**src/rtl/rom_seq_pkg.sv**
```systemverilog
// Shared constants, state encoding and segment table for the ROM message sequencer.
package rom_seq_pkg;

  localparam int unsigned ADDR_W  = 6;
  localparam int unsigned DATA_W  = 8;
  localparam int unsigned NUM_SEG = 4;
  localparam int unsigned IDX_W   = 2;

  typedef logic [ADDR_W-1:0] addr_t;

  localparam addr_t SEP_ADDR = 6'd47;

  // Inclusive address ranges of the stored segments: code, first name, second name, surname
  localparam addr_t SEG_START [NUM_SEG] = '{6'd0, 6'd9,  6'd15, 6'd29};
  localparam addr_t SEG_END   [NUM_SEG] = '{6'd8, 6'd14, 6'd21, 6'd36};

  typedef enum logic [2:0] {
    ST_IDLE,
    ST_ADDR,
    ST_WAIT,
    ST_SEND,
    ST_DONE
  } state_e;

  function automatic logic [IDX_W-1:0] lowest_set(input logic [NUM_SEG-1:0] m);
    logic [IDX_W-1:0] r;
    r = '0;
    for (int i = int'(NUM_SEG) - 1; i >= 0; i--) begin
      if (m[i]) r = IDX_W'(i);
    end
    return r;
  endfunction

endpackage

```
**src/rtl/rom_seg_picker.sv**
```systemverilog
// Combinational search for the next set mask bit strictly above the current segment index.
module rom_seg_picker
  import rom_seq_pkg::*;
(
  input  logic [NUM_SEG-1:0] mask_i,
  input  logic [IDX_W-1:0]   cur_idx_i,
  output logic [IDX_W-1:0]   nxt_idx_o,
  output logic               none_o
);

  always_comb begin
    nxt_idx_o = cur_idx_i;
    none_o    = 1'b1;
    // Descending scan so the lowest qualifying index is the one left standing
    for (int i = int'(NUM_SEG) - 1; i >= 0; i--) begin
      if (mask_i[i] && (i > int'(cur_idx_i))) begin
        nxt_idx_o = IDX_W'(i);
        none_o    = 1'b0;
      end
    end
  end

endmodule

```
**src/rtl/rom_msg_sequencer.sv**
```systemverilog
// Plays selected ROM text segments as a valid/ready byte stream.
// Optional separator insertion between segments: define ROM_SEQ_SEPARATOR_EN.
module rom_msg_sequencer
  import rom_seq_pkg::*;
(
  input  logic               clk,
  input  logic               rst_n,
  input  logic               start,
  input  logic [NUM_SEG-1:0] seg_mask,
  input  logic               abort,
  output logic [ADDR_W-1:0]  rom_addr,
  input  logic [DATA_W-1:0]  rom_d,
  output logic [DATA_W-1:0]  char_out,
  output logic               char_valid,
  input  logic               char_ready,
  output logic               is_sep,
  output logic [IDX_W-1:0]   seg_idx,
  output logic               busy,
  output logic               done
);

  state_e              state_q, state_d;
  logic [NUM_SEG-1:0]  mask_q, mask_d;
  logic [IDX_W-1:0]    idx_q, idx_d;
  addr_t               addr_q, addr_d;
  logic                sep_q, sep_d;
  logic [DATA_W-1:0]   char_q, char_d;
  logic                valid_q, valid_d;
  logic                is_sep_q, is_sep_d;
  logic                busy_q, busy_d;
  logic                done_q, done_d;

  logic [IDX_W-1:0]    nxt_idx;
  logic                nxt_none;
  logic                hs;
  logic                at_end;

  rom_seg_picker u_picker (
    .mask_i    (mask_q),
    .cur_idx_i (idx_q),
    .nxt_idx_o (nxt_idx),
    .none_o    (nxt_none)
  );

  assign hs     = (state_q == ST_SEND) && char_ready;
  assign at_end = (addr_q == SEG_END[idx_q]);

  always_ff @(posedge clk or negedge rst_n) begin
    if (!rst_n) state_q <= ST_IDLE;
    else        state_q <= state_d;
  end

  always_comb begin
    state_d = state_q;
    unique case (state_q)
      ST_IDLE: if (start) state_d = (seg_mask != '0) ? ST_ADDR : ST_DONE;
      ST_ADDR: state_d = ST_WAIT;
      ST_WAIT: state_d = ST_SEND;
      ST_SEND: if (hs) state_d = (sep_q || !at_end || !nxt_none) ? ST_ADDR : ST_DONE;
      ST_DONE: state_d = ST_IDLE;
      default: state_d = ST_IDLE;
    endcase
    if (abort) state_d = ST_IDLE;
  end

  // Datapath and registered-output next values; abort suppresses any address step
  always_comb begin
    mask_d = mask_q;
    idx_d  = idx_q;
    addr_d = addr_q;
    sep_d  = sep_q;
    char_d = char_q;
    unique case (state_q)
      ST_IDLE: begin
        if (state_d == ST_ADDR) begin
          mask_d = seg_mask;
          idx_d  = lowest_set(seg_mask);
          addr_d = SEG_START[lowest_set(seg_mask)];
          sep_d  = 1'b0;
        end
      end
      ST_WAIT: char_d = rom_d;
      ST_SEND: begin
        if (hs && !abort) begin
          if (sep_q) begin
            idx_d  = nxt_idx;
            addr_d = SEG_START[nxt_idx];
            sep_d  = 1'b0;
          end else if (!at_end) begin
            addr_d = addr_q + ADDR_W'(1);
          end else if (!nxt_none) begin
`ifdef ROM_SEQ_SEPARATOR_EN
            addr_d = SEP_ADDR;
            sep_d  = 1'b1;
`else
            idx_d  = nxt_idx;
            addr_d = SEG_START[nxt_idx];
`endif
          end
        end
      end
      default: ;
    endcase
    if (abort) sep_d = 1'b0;

    valid_d = (state_d == ST_SEND);
    busy_d  = (state_d == ST_ADDR) || (state_d == ST_WAIT) || (state_d == ST_SEND);
    done_d  = (state_d == ST_DONE);
`ifdef ROM_SEQ_SEPARATOR_EN
    is_sep_d = (state_d == ST_SEND) && sep_d;
`else
    is_sep_d = 1'b0;
`endif
  end

  always_ff @(posedge clk or negedge rst_n) begin
    if (!rst_n) begin
      mask_q   <= '0;
      idx_q    <= '0;
      addr_q   <= '0;
      sep_q    <= 1'b0;
      char_q   <= '0;
      valid_q  <= 1'b0;
      is_sep_q <= 1'b0;
      busy_q   <= 1'b0;
      done_q   <= 1'b0;
    end else begin
      mask_q   <= mask_d;
      idx_q    <= idx_d;
      addr_q   <= addr_d;
      sep_q    <= sep_d;
      char_q   <= char_d;
      valid_q  <= valid_d;
      is_sep_q <= is_sep_d;
      busy_q   <= busy_d;
      done_q   <= done_d;
    end
  end

  assign rom_addr   = addr_q;
  assign char_out   = char_q;
  assign char_valid = valid_q;
  assign is_sep     = is_sep_q;
  assign seg_idx    = idx_q;
  assign busy       = busy_q;
  assign done       = done_q;

endmodule

```
**config.mk**
```make
export PLATFORM = sky130hd
export DESIGN_NAME = rom_msg_sequencer
export DESIGN_NICKNAME = d
export VERILOG_FILES = /design/src/rtl/rom_seq_pkg.sv /design/src/rtl/rom_seg_picker.sv /design/src/rtl/rom_msg_sequencer.sv
export SDC_FILE = /design/constraint.sdc
export NUM_CORES = 1
export LEC_CHECK = 0
export CAP_MARGIN = 20
export CORE_MARGIN = 2
export CORE_UTILIZATION = 55
export CTS_BUF_LIST = sky130_fd_sc_hd__clkbuf_4
export DETAILED_ROUTE_END_ITERATION = 6
export PLACE_DENSITY = 0.87
export SLEW_MARGIN = 10
export SYNTH_ARGS = -nofsm -noshare
export SYNTH_HDL_FRONTEND = slang
export SYNTH_SLANG_ARGS = --single-unit
```
**constraint.sdc**
```tcl
create_clock -name clk -period 4.1 [get_ports clk]
set_clock_uncertainty 0.1 [all_clocks]
set_input_delay 0.82 -clock clk [delete_from_list [all_inputs] [get_ports clk]]
set_output_delay 0.82 -clock clk [all_outputs]
set_load 0.005 [all_outputs]
```
==> flow_metrics.tcl <==
set metrics [dict create \
    worstSkewPairLatency_ps 310 \
    numCtsBuffers 3 \
    fin_cells 214 \
    htree_levels 1 \
    start_util_pct 59.23 \
    hold_violations 0 \
    synth-seq-area-share_pct 41.88 \
    design.portCount 37 \
    required_ps 3180 \
    cts_setup_buffers 0 \
    grt_pass1_vias 1262 \
    vdd.ir_drop.worst_v 0.0003175 \
    crit_path_end_kind "output port" \
    ff2ff_setup_slack_ps 1670 \
    layout-drive-gt1-share_pct 15.76 \
    drt_iter0_drc 43 \
    wl_per_cell_um 15.50 \
    critPathMaxFanout 17 \
    r2r_cells 6 \
    crit_end "seg_idx[1]" \
    gp_congestion 0.9390 \
    ant_nets 0 \
    path_depth 1 \
    fillers 182 \
    min_period_ps 2545 \
    synth_cell_type_count 52 \
    hold_path.class "primary input to asynchronous set/reset pin" \
    synthFlopType "dfrtp_1" \
    drt_first_pass_iters 4 \
    status "complete, no violations" \
    avgSynthCellArea_um2 9.894 \
    clkPwrFrac_pct 12.5 \
    cts-root-buf "clkbuf_4" \
    crit_chain "clkdlybuf4s50_1" \
    fin_crit_sh_pct 62.06 \
    synth_warnings 0 \
    grt_max_degree 26 \
    tritoncts "yes" \
    path_class "register to output port" \
    cpLargestDelayFamily "flip-flops" \
    max_freq_mhz 393.0 \
    setup_violations 0 \
    ctsResizeCount 0 \
    critPathBufInv 1 \
    num_rows 18 \
    cts_hold_buf 0 \
    cts_max_path_buffers 2 \
    fin_tns_setup_ps 0 \
    vias 1267 \
    die-area_um2 3149 \
    critPathSlowestCell "dfrtp_1" \
    seqPwrFrac_pct 44.7 \
    synth-edff-count 0 \
    drv_slew 0 \
    syn-instance-count 151 \
    startpoint "seg_idx[1]$_DFFE_PN0P_" \
    nets 203 \
    p_per_area_nw_per_um2 478.2 \
    area_delta_synth_final_pct 25.29 \
    vias_per_cell 5.921 \
    r2r_end "seg_idx[1]$_DFFE_PN0P_" \
    cpPeakStageDelay_ps 710 \
    diodes 0 \
    grt_pass1_wl_um 5706 \
    core_area_um2 2522 \
    startpoint_type "register" \
    p_sw_w 0.0003192 \
    syn-num-nets 169 \
    antenna_found_initial 0 \
    internal_power_w 0.0005760 \
    combPwrFrac_pct 42.7 \
    dp_cells 210 \
    dpl.hpwl_um 2572 \
    p_leak_nw 0.7447 \
    max-slew-margin-rel_pct 57.45 \
    netSwitchingFraction_pct 35.66 \
    drv_cap 0 \
    syn_area_um2 1494 \
    grtUsageTotal_pct 22.44 \
    drc 0 \
    cp.arrival_ps 1620 \
    worst_slew_pin_slew_ps 635.5 \
    grt_setup_unrepaired "no" \
    port_buffers 35 \
    chipHeight_um 56.12 \
    ys_ff_latch 25 \
    path_clk_slew_ps 140 \
    clock-sinks 25 \
    drt_wl_total_um 3318 \
    r2r-start "seg_idx[1]$_DFFE_PN0P_" \
    synthArstFlopShare_pct 100.0 \
    grt_overflow 0 \
    die_w_um 56.12 \
]
sequential cells by signal (all words and copies together), names as in the netlist:
| register | count |
|---|---|
| state_q | 3 |
| char_valid | 1 |
| seg_idx | 2 |
| char_out | 8 |
| mask_q | 3 |
| rom_addr | 6 |
| busy | 1 |
| done | 1 |
power groups by stage:
stage	clock [W]	combinational (W)	sequential [W]
after global routing	0.000123	0.000418	0.000414
after CTS	0.000114	0.000385	0.000399
after floorplan	0	0.000227	0.000381
final	0.000112	0.000383	0.000401
after detailed placement	0	0.000383	0.000406
after global placement	0	0.000372	0.000399
per-stage QoR:
stage	hold slack, ps	worst slack (ps)	total power, W	util, %	area (µm²)
final	361.9	1555	0.0008951	74.21	1872
after global routing	408.6	1489	0.0009549	74.21	1872
after CTS	428.6	1567	0.0008983	74.40	1877
after detailed placement	396.9	1304	0.0007887	73.21	1847
after global placement	388.9	1410	0.0007703	73.21	1847
after floorplan	405.5	1986	0.0006085	-	1494
worst min-delay path by stage:
stage	endpoint	from	slack, ps
after CTS	char_out[5]$_DFFE_PN0N_	char_out[5]$_DFFE_PN0N_	430
after global placement	char_out[2]$_DFFE_PN0N_	char_out[2]$_DFFE_PN0N_	390
after floorplan	char_out[0]$_DFFE_PN0N_	char_out[0]$_DFFE_PN0N_	410
final	char_valid$_DFF_PN0_	rst_n	360
after detailed placement	char_out[5]$_DFFE_PN0N_	char_out[5]$_DFFE_PN0N_	400
after global routing	state_q[0]$_DFF_PN0_	rst_n	410
synthesized netlist by cell type, drive strengths merged (3+ instances only):
cell type,count,area [µm²]
nor2,15,56.30
buf,4,27.52
or2,3,18.77
nand2,8,30.03
mux2,13,153.9
nor3b,5,42.54
o21ai,6,30.03
a31oi,4,40.04
inv,6,22.52
nand2b,4,27.53
a21oi,8,43.79
nor4,3,25.02
nor3,8,40.04
dfrtp,25,625.6
nand3,3,15.01
routing by layer:
metal | track usage (%) | vias to the layer above | share of wire [%]
met5 | 0 | - | 0
met4 | 6.803 | 0 | 0.57
met3 | 3.488 | 2 | 4.4
met2 | 39.83 | 41 | 52
met1 | 27.85 | 605 | 42
li1 | - | 619 | -
kinds of logic after synthesis:
group | Yosys count | share of synthesized area [%]
simple gates | 64 | 25.13
compound gates | 32 | 15.91
flops | 25 | 41.88
mux | 14 | 10.97
buf+inv | 12 | 3.852
xor+xnor | 2 | 1.173
fa+ha+maj | 1 | 0.8374
other cells | 1 | 0.2510
final cells by class:
| cell class | instances | area [µm²] | area share (%) |
|---|---|---|---|
| clock inverter | 1 | 7.507 | 0.4011 |
| inverter | 6 | 22.52 | 1.203 |
| multi-input combinational | 114 | 810.8 | 43.32 |
| timing repair buffer | 35 | 345.3 | 18.45 |
| clock buffer | 3 | 22.52 | 1.203 |
| sequential | 25 | 625.6 | 33.42 |
| tap | 30 | 37.54 | 2.005 |
cells in the final DEF (no fill, tap or decap), types with 2 or more instances in the layout:
master and instances:
a21oi_1 7, a31o_2 2, a31oi_1 3, and3_1 2, clkbuf_4 3, clkdlybuf4s50_1 34
dfrtp_1 25, inv_1 6, mux2_2 11, mux2_4 2, nand2_1 8, nand2b_1 3
nand3_1 3, nand3b_1 2, nor2_1 15, nor3_1 8, nor3b_1 4, nor4_1 2
o21ai_0 6, o21bai_1 2, or2_1 2, or3_1 2, xor2_1 2
(Power assumes the default switching activity.)
